**src/rtl/snake_turn_controller.sv**
```systemverilog
// Snake game input stage.
// Synchronises and debounces the two turn buttons, keeps at most one pending
// relative turn, applies it on game_tik to a one-hot heading, and issues the
// start pulse that launches the game from IDLE or relaunches it from HALT.
module snake_turn_controller #(
    parameter int DEBOUNCE_CYCLES = 250000,
    parameter int CNT_BIT         = 18
) (
    input  logic       clock_25,
    input  logic       reset,
    input  logic       right_P,
    input  logic       left_P,
    input  logic       game_tik,
    input  logic       game_over,
    output logic       right_sync,
    output logic       left_sync,
    output logic       right_register,
    output logic       left_register,
    output logic       up,
    output logic       down,
    output logic       left,
    output logic       right,
    output logic       start,
    output logic [1:0] state
);

    typedef enum logic [1:0] {
        ST_IDLE = 2'b00,
        ST_RUN  = 2'b01,
        ST_HALT = 2'b10
    } state_t;

    // Last counter value before the debounced level is allowed to follow sync.
    localparam logic [CNT_BIT-1:0] DEB_LAST = CNT_BIT'(DEBOUNCE_CYCLES - 1);
    localparam logic [CNT_BIT-1:0] CNT_ONE  = CNT_BIT'(1);

    // Heading is kept in clockwise order {up, right, down, left} so that a
    // quarter turn is a plain rotate of the vector.
    localparam logic [3:0] HEAD_RIGHT = 4'b0100;

    // Button vectors: index 0 is the right button, index 1 the left button.
    logic [1:0] btn_raw;
    logic [1:0] btn_sync;
    logic [1:0] btn_press;

    assign btn_raw = {left_P, right_P};

    genvar gi;
    generate
        for (gi = 0; gi < 2; gi++) begin : g_btn
            logic               sync1_q;
            logic               sync2_q;
            logic               deb_q;
            logic               deb_d;
            logic               deb_prev_q;
            logic [CNT_BIT-1:0] cnt_q;
            logic [CNT_BIT-1:0] cnt_d;

            // Two-flop synchroniser for the asynchronous raw button.
            always_ff @(posedge clock_25 or posedge reset) begin
                if (reset) begin
                    sync1_q <= 1'b0;
                    sync2_q <= 1'b0;
                end else begin
                    sync1_q <= btn_raw[gi];
                    sync2_q <= sync1_q;
                end
            end

            // Debounce: count cycles of disagreement, adopt the new level only
            // after it has persisted for the full debounce window.
            always_comb begin
                deb_d = deb_q;
                cnt_d = '0;
                if (sync2_q != deb_q) begin
                    if (cnt_q == DEB_LAST) begin
                        deb_d = sync2_q;
                        cnt_d = '0;
                    end else begin
                        cnt_d = cnt_q + CNT_ONE;
                    end
                end
            end

            // Debounce state plus a delayed copy for rising-edge detection.
            always_ff @(posedge clock_25 or posedge reset) begin
                if (reset) begin
                    deb_q      <= 1'b0;
                    deb_prev_q <= 1'b0;
                    cnt_q      <= '0;
                end else begin
                    deb_q      <= deb_d;
                    deb_prev_q <= deb_q;
                    cnt_q      <= cnt_d;
                end
            end

            assign btn_sync[gi]  = sync2_q;
            // One-cycle press on the debounced rising edge only.
            assign btn_press[gi] = deb_q & ~deb_prev_q;
        end
    endgenerate

    // Quarter turns on the {up, right, down, left} vector.
    function automatic logic [3:0] rot_cw(input logic [3:0] h);
        return {h[0], h[3:1]};
    endfunction

    function automatic logic [3:0] rot_ccw(input logic [3:0] h);
        return {h[2:0], h[3]};
    endfunction

    state_t     state_q;
    state_t     state_d;
    logic [3:0] heading_q;
    logic [3:0] heading_d;
    logic       rreg_q;
    logic       rreg_d;
    logic       lreg_q;
    logic       lreg_d;
    logic       start_q;
    logic       start_d;

    logic       press_r;
    logic       press_l;
    logic       press_any;
    logic       press_one;
    logic       pend_r;
    logic       pend_l;

    assign press_r   = btn_press[0];
    assign press_l   = btn_press[1];
    assign press_any = press_r | press_l;
    // Simultaneous presses cancel each other; only a lone press is a turn.
    assign press_one = press_r ^ press_l;

    // Controller next state: game flow, pending turn and heading update.
    always_comb begin
        state_d   = state_q;
        heading_d = heading_q;
        rreg_d    = rreg_q;
        lreg_d    = lreg_q;
        start_d   = 1'b0;
        pend_r    = rreg_q;
        pend_l    = lreg_q;

        case (state_q)
            ST_IDLE: begin
                // The launching press is consumed here and is not a turn.
                if (press_any) begin
                    start_d = 1'b1;
                    state_d = ST_RUN;
                end
            end

            ST_RUN: begin
                if (game_over) begin
                    // Game over wins over a tik or press in the same cycle.
                    state_d = ST_HALT;
                    rreg_d  = 1'b0;
                    lreg_d  = 1'b0;
                end else begin
                    if (game_tik) begin
                        if (rreg_q) begin
                            heading_d = rot_cw(heading_q);
                        end else if (lreg_q) begin
                            heading_d = rot_ccw(heading_q);
                        end
                        // The tik consumes whatever was pending.
                        pend_r = 1'b0;
                        pend_l = 1'b0;
                    end
                    rreg_d = pend_r;
                    lreg_d = pend_l;
                    // First press wins: only latch into an empty slot, which
                    // a coincident tik has just emptied.
                    if (press_one && !pend_r && !pend_l) begin
                        rreg_d = press_r;
                        lreg_d = press_l;
                    end
                end
            end

            ST_HALT: begin
                // Restart only once collision logic has released game_over.
                if (press_any && !game_over) begin
                    heading_d = HEAD_RIGHT;
                    rreg_d    = 1'b0;
                    lreg_d    = 1'b0;
                    start_d   = 1'b1;
                    state_d   = ST_RUN;
                end
            end

            default: begin
                state_d   = ST_IDLE;
                heading_d = HEAD_RIGHT;
                rreg_d    = 1'b0;
                lreg_d    = 1'b0;
            end
        endcase
    end

    // Controller registers.
    always_ff @(posedge clock_25 or posedge reset) begin
        if (reset) begin
            state_q   <= ST_IDLE;
            heading_q <= HEAD_RIGHT;
            rreg_q    <= 1'b0;
            lreg_q    <= 1'b0;
            start_q   <= 1'b0;
        end else begin
            state_q   <= state_d;
            heading_q <= heading_d;
            rreg_q    <= rreg_d;
            lreg_q    <= lreg_d;
            start_q   <= start_d;
        end
    end

    assign right_sync     = btn_sync[0];
    assign left_sync      = btn_sync[1];
    assign right_register = rreg_q;
    assign left_register  = lreg_q;
    assign up             = heading_q[3];
    assign right          = heading_q[2];
    assign down           = heading_q[1];
    assign left           = heading_q[0];
    assign start          = start_q;
    assign state          = state_q;

endmodule

```
**config.mk**
```make
export PLATFORM = sky130hd
export DESIGN_NAME = snake_turn_controller
export DESIGN_NICKNAME = d
export VERILOG_FILES = /design/src/rtl/snake_turn_controller.sv
export SDC_FILE = /design/constraint.sdc
export NUM_CORES = 1
export LEC_CHECK = 0
export CORE_MARGIN = 3
export CORE_UTILIZATION = 30
export DETAILED_ROUTE_END_ITERATION = 8
export SYNTH_ARGS = -nofsm -noshare
export SYNTH_HDL_FRONTEND = slang
export SYNTH_SLANG_ARGS = --single-unit
```
**constraint.sdc**
```tcl
create_clock -name clock_25 -period 2.95 [get_ports clock_25]
set_clock_uncertainty 0.15 [all_clocks]
set_input_delay 0.59 -clock clock_25 [delete_from_list [all_inputs] [get_ports clock_25]]
set_output_delay 0.59 -clock clock_25 [all_outputs]
set_load 0.1 [all_outputs]
```
; ---- After elaboration in Yosys (flattened, before gate mapping)
; Index checks and enable logic that the tools add are counted.
; Widths: inputs -> output; s select.
[totals]
ff_bits = 53
in_bits = 6
output_inout_bits = 11
wordCells = 78
[classes]
addsub = 2
eq_ne = 12
muxes = 30
n_bitwise = 7
reduce_logical = 12
[ops]
columns = op, n
row1 = $mux 18, 4
row2 = $add 18x1->18 const B, 2
row3 = $eq 18x18->1 const B, 2
row4 = $mux 4, 5
row5 = $mux 1, 13
row6 = $pmux 4 s3, 1
row7 = $ne 2x2->1 const B, 5
row8 = $mux 2, 3
row9 = $pmux 1 s3, 2
row10 = $pmux 2 s3, 1
row11 = $reduce_and 2->1, 3
row12 = $reduce_and 5->1, 1
row13 = $logic_and 1x1->1, 3
row14 = $logic_not 1->1, 3
row15 = $ne 3x3->1 const B, 1
row16 = $not 1->1, 3
row17 = $reduce_and 3->1, 1
row18 = $and 1x1->1, 2
row19 = $eq 2x1->1 const B, 1
row20 = $eq 2x2->1 const B, 1
row21 = $logic_not 2->1, 1
row22 = $ne 1x1->1, 2
row23 = $pmux 1 s2, 1
row24 = $or 1x1->1, 1
row25 = $xor 1x1->1, 1

; ---- Longest topological paths before layout
; Gate-level depths: netlist of run 1.
[logic_depth]
ltp_word = 9
depth_mapped = 7
mapped_depth_nobuf = 7

; ---- Worst setup path after synthesis of run 1
; OpenSTA, ideal clock, no wires.
[synth_path]
kind = register to register
from = reg rreg_q, in the netlist right_register
to = reg heading_q[2]
setup_time_ps = 82
arrival_time_ps = 2063
required_time_ps = 2718
slack_ps = 655
path_stages_with_launch = 6
path_buffers = 1
path_cell_list = dfrtp_1 clkbuf_1 or2_2 a31oi_1 nor2_1 mux2_2
[synth_via]
elab_chain_cells = 4
word_cells_on_any_way = 6
[synth_rtl]
columns = element, line_no
row1 = "start, declared", 117  ; logic rreg_q;
row2 = "start signal, assigned", 215  ; rreg_q <= rreg_d;
row3 = $mux 4, 164  ; if (rreg_q) begin
row4 = $mux 4, 163  ; if (game_tik) begin
row5 = $mux 4, 157  ; if (game_over) begin
row6 = $pmux 4 s3, 147  ; case (state_q)
row7 = "end signal, assigned", 214  ; heading_q <= heading_d;
row8 = "end, declared", 115  ; logic [3:0] heading_q;
; Parallel ways exist; a longest one is shown, timed or not. The select of a mux whose other input is x is not followed.
; A chain may end at the register's enable or synchronous reset.

; ---- Final worst setup path of run 1
[layout_path]
from = reg g_btn[0].cnt_q[0]
to = reg g_btn[0].cnt_q[16]
[layout_via]
elab_chain_cells = 3
word_cells_on_any_way = 4
[layout_rtl]
columns = element, line_no
row1 = "start, declared", 56  ; logic [CNT_BIT-1:0] cnt_q;
row2 = "start signal, assigned", 94  ; cnt_q <= cnt_d;
row3 = $add 18x1->18 / $eq 18x18->1 (equally long branches), "80, 76"
row4 = $mux 18 *, 76  ; if (cnt_q == DEB_LAST) begin
row5 = $mux 18 *, 75  ; if (sync2_q != deb_q) begin
row6 = named net g_btn[0].cnt_d[16], 57  ; logic [CNT_BIT-1:0] cnt_d;
; Mark *: on every way through the listed nets, which the timed path passes. The rest lies on a longest branch.

==> results.ini, run 1 <==
[floorplanning]
fp.dieH_um = 97.6
rows = 32
core_mm2 = 0.00793
die_x_um = 97.6
io_pins = 17
start_util_pct = 31.7
dieArea_mm2 = 0.00952

[routing]
post_drt_wl_per_cell_um = 12.7
drt_first_pass_iters = 4
detail-route-antenna-nets = 0
drc_errors = 0
route.vias.total = 1834
routed_wl_um = 4700
drt_iter0_markers = 101
avgViaCountPerCell = 4.97

[global_routing]
grt_max_degree = 54
use_met1_pct = 13.4
grtUsageMet3_pct = 2.80
grt_pass1_wl_um = 8330
grt_usage_pct = 10.6
met2_usage_pct = 17.4
antenna_found_initial = 0
globalRoute.totalOverflow = 0
grt_pass1_vias = 1844
busiest_layer = met2

[cts]
htree_num_levels = 2
cts_tree = done
cts_setup_buffers = 0
clock_sink_count = 53
cts_made_buffers = 5
cts_hold_buf = 0
clk_latency_ns = 0.31
clockRootBuffer = clkbuf_8
path_clk_slew_ns = 0.10
cts_buffer_depth = 2
ctsResizeCount = 0

[placement]
place_congestion = 0.767
numPortBuffers = 16
dp_slack_ns = 0.644
placed_cells = 361
dp_hpwl_um = 3370

[synthesis]
synthXorXnorAreaFrac_pct = 9.05
yosysSeqAreaShare_pct = 52.8
synthAdderAreaFrac_pct = 1.49
ys_ff_latch = 53
yosysMostFrequentCell = dfrtp_1
synth_cell_types = 37
ys_warn_count = 0
syn_nets = 253
synthTopCellsByArea = dfrtp_1 (52%), xnor2_1 (7.0%), nor2_1 (5.5%)
avgSynthCellArea_um2 = 10.3
syn_inst = 244
synth-compound-area-share_pct = 10.5
yosys-top-cells-count = dfrtp_1 (52), nor2_1 (37), xnor2_1 (20)
ys_async_sr_fraction_pct = 100
synth_edf_count = 0
yosys.area.top_type_share_pct = 51.7
yosys.area_share.simple_pct = 20.8
synth_area_mm2 = 0.00252
synth_flop_cell = dfrtp_1
synth_top_family_by_area = simple AND/OR/NAND/NOR gates
synth_mux_area_share_pct = 2.54
yosysTopAreaCell = dfrtp_1

[timing]
maxSlewViolCount = 0
worst_pin_slew_ns = 0.623
setup_violations = 0
worst_slack_ns = 0.747
slew_headroom_pct = 58.1
min_period_over_period_pct = 74.7
final.setup.tns_ns = 0
finalHoldViolCount = 0
post-route-min-period_ns = 2.20
fmax_ghz = 0.454
rsz0062_at_grt = false

[critical_path]
start_kind = flop
endpoint_kind = flop
path_class = reg -> reg
crit-reg2reg-launch = g_btn[0].cnt_q[0]$_DFF_PP0_
r2r_slack_ns = 0.75
critical_path_required_ns = 3.05
cp.arrival_ns = 2.30
reg2reg_to = g_btn[0].cnt_q[16]$_DFF_PP0_
path_max_fanout = 6
reg2regPathDepth = 5

[run]
max_cap_viol_count = 0

[outcome]
status = completed

[hold_path]
min_from = g_btn[1].sync1_q$_DFF_PP0_
hold-path-endpoint = left_sync$_DFF_PP0_
hp-class = reg -> reg
min_path_cells = 0

[finish]
multi_input_area_mm2 = 0.00112
ff_latch_area_mm2 = 0.00133
area_growth_pct = 14.4
final_cells = 369
fillCellCount = 804
final_core_util_pct = 36.3
antenna_cells = 0
drive_gt1_share_pct = 12.7
fin_nets = 275

[power_and_ir_drop]
p_leak_nw = 1.15
ir_drop_v = 0.000243
p_per_area_mw_per_mm2 = 439

[logic make-up (layout without fill, tap and decap cells)]
family                     Yosys count  in the layout
xor gates and xnor gates            26             26
AOI/OAI and AO/OA                   34             34
muxes                                6              6
DFF                                 53             53
adders and majority gates            3              3
and+or+nand+nor                    104            104
buffers and inverters               18             41
[where the power goes]
group / total, mW / switching [mW] / internal (mW)
Clock: 0.407 / 0.237 / 0.170
Sequential: 0.753 / 0.0134 / 0.739
Combinational: 0.104 / 0.0735 / 0.0304
Total: 1.26 / 0.324 / 0.940
[sequential cells by signal, indices dropped and copies added, names as in the netlist]
signal / flops
g_btn.sync1_q: 2
state: 2
g_btn.cnt_q: 36
right_register: 1
heading_q: 4
g_btn.deb_prev_q: 2
start: 1
left_register: 1
right_sync: 1
left_sync: 1
g_btn.deb_q: 2
[critical path, cell delays in order, from the launching register on]
cell and delay, ns:
dfrtp_1 0.39, ha_1 0.22, nand4_1 0.27, nor4_1 0.49, or3b_2 0.48, a21oi_1 0.14
[area by class of cell]
class / instances / area share, %
flip-flops and latches: 53 / 46.1
multi-input cells: 173 / 38.8
well taps: 102 / 4.43
clock inverters: 2 / 0.478
inverters: 14 / 1.83
clock buffers: 6 / 2.52
repair buffers: 19 / 5.82
[per-stage QoR]
stage / total power, mW / cell area [um^2] / hold WS (ns)
floorplan: 0.839 / 2520 / 0.181
global placement: 0.872 / 2790 / 0.184
detailed placement: 0.874 / 2790 / 0.187
CTS: 1.29 / 2880 / 0.206
global route: 1.33 / 2880 / 0.222
finish: 1.26 / 2880 / 0.199
[layout by cell type, fill, tap and decap left out, types with 6 or more instances in the layout]
cell type / Yosys / layout
a21oi_1: 9 / 9
nor2_1: 37 / 37
nand2_1: 12 / 12
xor2_1: 6 / 6
nand3_1: 12 / 12
dfrtp_1: 52 / 52
inv_1: 14 / 13
xnor2_1: 20 / 20
nand4_1: 7 / 7
buf_4: 0 / 13
nor4_1: 10 / 10
o31ai_1: 6 / 6
o21ai_0: 6 / 6
[per-layer routing]
| metal | up-vias | share of wire (%) |
|---|---|---|
| met3 | 5 | 3.0 |
| met5 | - | 0 |
| met2 | 23 | 48 |
| li1 | 900 | - |
| met1 | 906 | 48 |
| met4 | 0 | 1.2 |
[worst max path at each step]
stage	from	end	depth (start not counted)
floorplan	right_register$_DFFE_PP0P_	heading_q[2]$_DFFE_PP1P_	5
global route	g_btn[0].cnt_q[0]$_DFF_PP0_	g_btn[0].cnt_q[16]$_DFF_PP0_	5
finish	g_btn[0].cnt_q[0]$_DFF_PP0_	g_btn[0].cnt_q[16]$_DFF_PP0_	5
detailed placement	game_over	heading_q[2]$_DFFE_PP1P_	5
global placement	game_over	heading_q[2]$_DFFE_PP1P_	5
CTS	g_btn[0].cnt_q[0]$_DFF_PP0_	g_btn[0].cnt_q[16]$_DFF_PP0_	5
Note: power is estimated with default switching activity, not from simulation.
==> inputs of run 2 (changes only) <==
Clock period 2.95 ns to 2.04 ns, I/O delays scaled along.
==> run 2 against run 1 <==
  * Register-to-register slack got worse by 0.61 ns
  * Sequential power rose by 45%
  * Maximum frequency rose by 16%
  * Critical path type unchanged
==> results.ini, run 2 (synthesized netlist as in run 1, its figures left out) <==
[critical_path]
start_kind = flop
cp-startpoint = g_btn[1].cnt_q[13]$_DFF_PP0_
path_class = reg -> reg
path_max_fanout = 4  ; -2
cp_slowest_stage_delay_ns = 0.43  ; -0.06 ns
reg2reg_to = g_btn[1].deb_q$_DFFE_PP0P_
endpoint = g_btn[1].deb_q$_DFFE_PP0P_
crit_chain = nor4b_1, nand2_1, nor4_1, mux2_2
endpoint_kind = flop
cp_slowest_cell = dfrtp_1
critical_path_required_ns = 2.11  ; -0.94 ns
cp.arrival_ns = 1.97  ; -0.33 ns
crit-reg2reg-launch = g_btn[1].cnt_q[13]$_DFF_PP0_
reg2regPathDepth = 4  ; -1
r2r_slack_ns = 0.14  ; -0.61 ns

[finish]
reg_top3 = g_btn.cnt_q: 36 flops, heading_q: 4 flops
fin_nets = 294  ; +6.9%
antenna_cells = 0  ; unchanged
largest_reg_flops = 36  ; unchanged
layout_commonest_cell = dfrtp_1
area_growth_pct = 26.3
layout_common_cells = dfrtp_1 (50), nor2_1 (37), buf_4 (22), xnor2_1 (20), inv_1 (13)
final_cells = 388  ; +5.1%
regMostFlops = g_btn.cnt_q
drive_gt1_share_pct = 20.6  ; +7.9 points
fin_area_mm2 = 0.00318  ; +10%

[global_routing]
globalRoute.totalOverflow = 0  ; unchanged
grt_pass1_wl_um = 8670  ; +4.1%
grt_max_degree = 54  ; unchanged
grt_pass1_vias = 1942  ; +5.3%
grt_usage_pct = 11.0  ; +0.40 points
antenna_found_initial = 0  ; unchanged

[floorplanning]
fp.dieH_um = 97.6  ; unchanged
io_pins = 17  ; unchanged
core_mm2 = 0.00793  ; unchanged
die_x_um = 97.6  ; unchanged
start_util_pct = 31.7  ; unchanged
rows = 32  ; unchanged
dieArea_mm2 = 0.00952  ; unchanged

[cts]
cts_made_buffers = 5  ; unchanged
cts_buffer_depth = 2  ; unchanged
clock_sink_count = 53  ; unchanged
cts_tree = done
clk_latency_ns = 0.32  ; about the same
path_clk_slew_ns = 0.11  ; about the same
clockRootBuffer = clkbuf_8
htree_num_levels = 2  ; unchanged

[routing]
route.vias.total = 1909  ; +4.1%
routed_wl_um = 4810  ; +2.3%
drt_iter0_markers = 47  ; -53%
detail-route-antenna-nets = 0  ; unchanged
avgViaCountPerCell = 4.92  ; -1.0%
drt_first_pass_iters = 4  ; unchanged
post_drt_wl_per_cell_um = 12.4  ; -2.7%
drc_errors = 0  ; unchanged

[timing]
finalHoldViolCount = 0  ; unchanged
setup_violations = 0  ; unchanged
post-route-min-period_ns = 1.90  ; -0.299 ns
worst_slack_ns = 0.136  ; -0.611 ns
fmax_ghz = 0.525  ; +16%
worst_pin_slew_ns = 0.397  ; -0.226 ns
maxSlewViolCount = 0  ; unchanged
final.setup.tns_ns = 0  ; unchanged
fin_hold_ws_ns = 0.213  ; +0.0149 ns
rsz0062_at_grt = false
slew_headroom_pct = 73.5  ; +15 points
min_period_over_period_pct = 93.3  ; +19 points

[placement]
postPlaceCellArea_mm2 = 0.00305  ; +9.4%
numPortBuffers = 16  ; unchanged
dp_slack_ns = 0.108  ; -0.536 ns
place_congestion = 0.740  ; -3.5%
placed_cells = 378  ; +4.7%
dp_hpwl_um = 3430  ; +1.9%

[power_and_ir_drop]
ir_drop_v = 0.000295  ; +21%
clockPowerShare_pct = 33.7  ; +1.5 points
p_per_area_mw_per_mm2 = 601  ; +37%
power_frac_comb_pct = 9.0  ; +0.8 points
internal-power_mw = 1.39  ; +48%
pwr-share-seq_pct = 57.2  ; -2.4 points
p_switching_uw = 514  ; +59%
p_leak_nw = 1.28  ; +11%
power_switching_share_pct = 26.9  ; +1.3 points

[run]
max_cap_viol_count = 0  ; unchanged

[hold_path]
hp-class = reg -> reg

[outcome]
status = completed

-- run 2: timing repair --
action	CTS	global route
setup endpoints to repair	0	4
hold buffers	0	0
buffers inserted	0	2
resized for setup	0	2
-- run 2: worst min-delay path by stage --
stage / endpoint / depth (start not counted) / slack (ns) / start
floorplan: left_sync$_DFF_PP0_ / 0 / 0.18 / g_btn[1].sync1_q$_DFF_PP0_
global placement: left_sync$_DFF_PP0_ / 0 / 0.19 / g_btn[1].sync1_q$_DFF_PP0_
detailed placement: right_sync$_DFF_PP0_ / 0 / 0.19 / g_btn[0].sync1_q$_DFF_PP0_
CTS: right_sync$_DFF_PP0_ / 0 / 0.21 / g_btn[0].sync1_q$_DFF_PP0_
global route: right_sync$_DFF_PP0_ / 0 / 0.23 / g_btn[0].sync1_q$_DFF_PP0_
finish: right_sync$_DFF_PP0_ / 0 / 0.21 / g_btn[0].sync1_q$_DFF_PP0_
-- run 2: per-stage QoR --
stage	total power, mW	utilization (%)
after floorplan	1.22	-
after global placement	1.29	38.5
after detailed placement	1.29	38.5
after CTS	1.94	39.8
after global routing	2.00	40.1
final	1.91	40.1
-- run 2: worst max-delay path: cells and delay by family (launching register included) --
kind | cells | cell delay [ns]
AND/OR/NAND/NOR | 3 | 0.85
flip-flops | 1 | 0.43
multiplexers | 1 | 0.37
-- run 2: per-layer routing --
| metal | part of all wire [%] | global-route usage [%] | up-vias |
|---|---|---|---|
| li1 | - | - | 949 |
| met1 | 49 | 14.1 | 930 |
| met2 | 46 | 17.3 | 22 |
| met3 | 3.4 | 3.30 | 8 |
| met4 | 1.6 | 4.26 | 0 |
| met5 | 0 | 0 | - |
-- run 2: power groups by stage --
stage / sequential (mW) / clock, mW / combinational (mW)
after floorplan: 1.15 / 0 / 0.0612
after global placement: 1.11 / 0 / 0.175
after detailed placement: 1.11 / 0 / 0.175
after CTS: 1.09 / 0.676 / 0.176
after global routing: 1.10 / 0.717 / 0.187
final: 1.09 / 0.644 / 0.172
-- run 2: final cells by class --
type                            count  area (um^2)
Clock buffer                        5         68.8
Fill cell                         774         4750
Multi-Input combinational cell    173         1130
Clock inverter                      3         28.8
Timing Repair Buffer               38          435
Tap cell                          102          128
Sequential cell                    53         1330
Inverter                           14         52.6
==> RTL change, RTL diff (settings of run 2) <==
Register the output `right`; this adds one clock of latency there. The other outputs are not delayed to match.
--- a/src/rtl/snake_turn_controller.sv
+++ b/src/rtl/snake_turn_controller.sv
@@ -224,5 +224,7 @@
     assign left_register  = lreg_q;
     assign up             = heading_q[3];
-    assign right          = heading_q[2];
+    always_ff @(posedge clock_25) begin
+        right <= heading_q[2];
+    end
     assign down           = heading_q[1];
     assign left           = heading_q[0];
Function: same outputs for any inputs over 10 cycles, from zero or initial values and one cycle with reset high; that may be too few to reach the edited logic, so the function may still have changed.
==> RTL change against run 2 <==
  * Synthesized cell count up 0.41%
  * Design area is 1.4% lower
  * Power shrank 1.2%
  * Largest cell class unchanged
  * Sequential cell count up 1
  * Wire length rose by 1.6%
  * Combinational power decreased by 2%
  * Critical path type unchanged
  * Synthesized area grew 0.80%
  * Worst setup slack lost 0.034 ns
  * Largest power group unchanged
  * Highest routed layer unchanged
  * Non-clock buffer count is 7 lower
==> RTL change: results (changes against run 2) <==
[yosys]
synth_cells = 245  ; +0.41%
ys_types = 38  ; +2.7%
synth_xor_area_frac = 0.0898  ; -0.000714
synth_mux_area_frac = 0.0252  ; -0.000200
synth_compound_area_frac = 0.105  ; -0.000832
synth_fa_ha_area_frac = 0.0148  ; -0.000118
synth-async-reset-ratio = 0.981  ; -0.0185
seq_area_frac_synth = 0.531  ; +0.00373
synthTopCellsByCount = dfrtp_1, nor2_1, xnor2_1, inv_1

[clock_network]
cts_made_buffers = 5  ; unchanged
root_buffer = clkbuf_8
clk_pin_slew_ns = 0.10

[global_route]
grt_pass1_wl_um = 8490  ; -2.0%
grt_pass1_vias = 1871  ; -3.7%
grt_use_total = 0.106  ; -0.00357

[worst_setup_path]
path_max_fanout = 9  ; +5
r2r_end = g_btn[0].cnt_q[16]$_DFF_PP0_
r2r_slack_ns = 0.10  ; -0.03 ns
crit_arrival_ns = 1.97  ; about the same
reg2regPathDepth = 5  ; +1
r2r_start = g_btn[0].cnt_q[10]$_DFF_PP0_

[pwr]
pg_clk_mw = 0.605  ; -6.1%
swShare = 0.259  ; -0.0104
leakage_nw = 1.24  ; -2.5%
p_int_mw = 1.40  ; +0.19%
ir_drop_mv = 0.296  ; +0.27%

[timing]
hold_slack_ns = 0.207  ; -0.00657 ns
tightest_slew_ns = 0.489  ; +0.0922 ns
fmaxAchievable_mhz = 516  ; -1.8%

[finish]
finalNetCount = 288  ; -2.0%
num-fill-cells = 802  ; +3.6%
drive_above_1_share = 0.189  ; -0.0170
fin_cells = 382  ; -1.5%
antennaDiodeCount = 0  ; unchanged

[placed_design]
dpl.cell_count = 374  ; -1.1%
placed_cell_area_um2 = 3020  ; -0.98%
pre_cts_ws_ns = 0.0604  ; -0.0478 ns
hpwl_um = 3460  ; +0.75%
gp_congestion = 0.774  ; +4.6%

[worst_hold_path]
worstHoldStart = g_btn[0].sync1_q$_DFF_PP0_

[outcome]
status = completed

[routing]
vias_per_cell = 4.89  ; -0.66%
routed_wl_um = 4880  ; +1.6%

-- RTL change: cell types whose count changed in the layout (fill, tap and decap cells not counted), sizes merged --
| cell | delta |
|---|---|
| dfxtp | +1 |
| buf | -7 |
| clkbuf | +1 |
| inv | -2 |
| clkinv | +1 |
-- RTL change: layout make-up --
class                   instances  area (um^2)  area share
clock buffers                   6         72.6      0.0232
inverters                      14         52.6      0.0168
clock inverters                 2         13.8     0.00439
well taps                     102          128      0.0407
multi-input cells             173         1150       0.366
flip-flops and latches         54         1350       0.431
repair buffers                 31          370       0.118
-- RTL change: repair_timing --
item                       in CTS  in global routing
buffers inserted                0                  0
gates resized for setup         0                  4
setup endpoints to repair       0                  8
hold endpoints to repair        0                  0
-- RTL change: per-layer routing --
metal / vias up / track usage / wire length (um)
met4: 0 / 0.0351 / 51
met5: - / 0 / 0
li1: 930 / - / -
met1: 907 / 0.142 / 2400
met3: 5 / 0.0257 / 152
met2: 25 / 0.170 / 2280
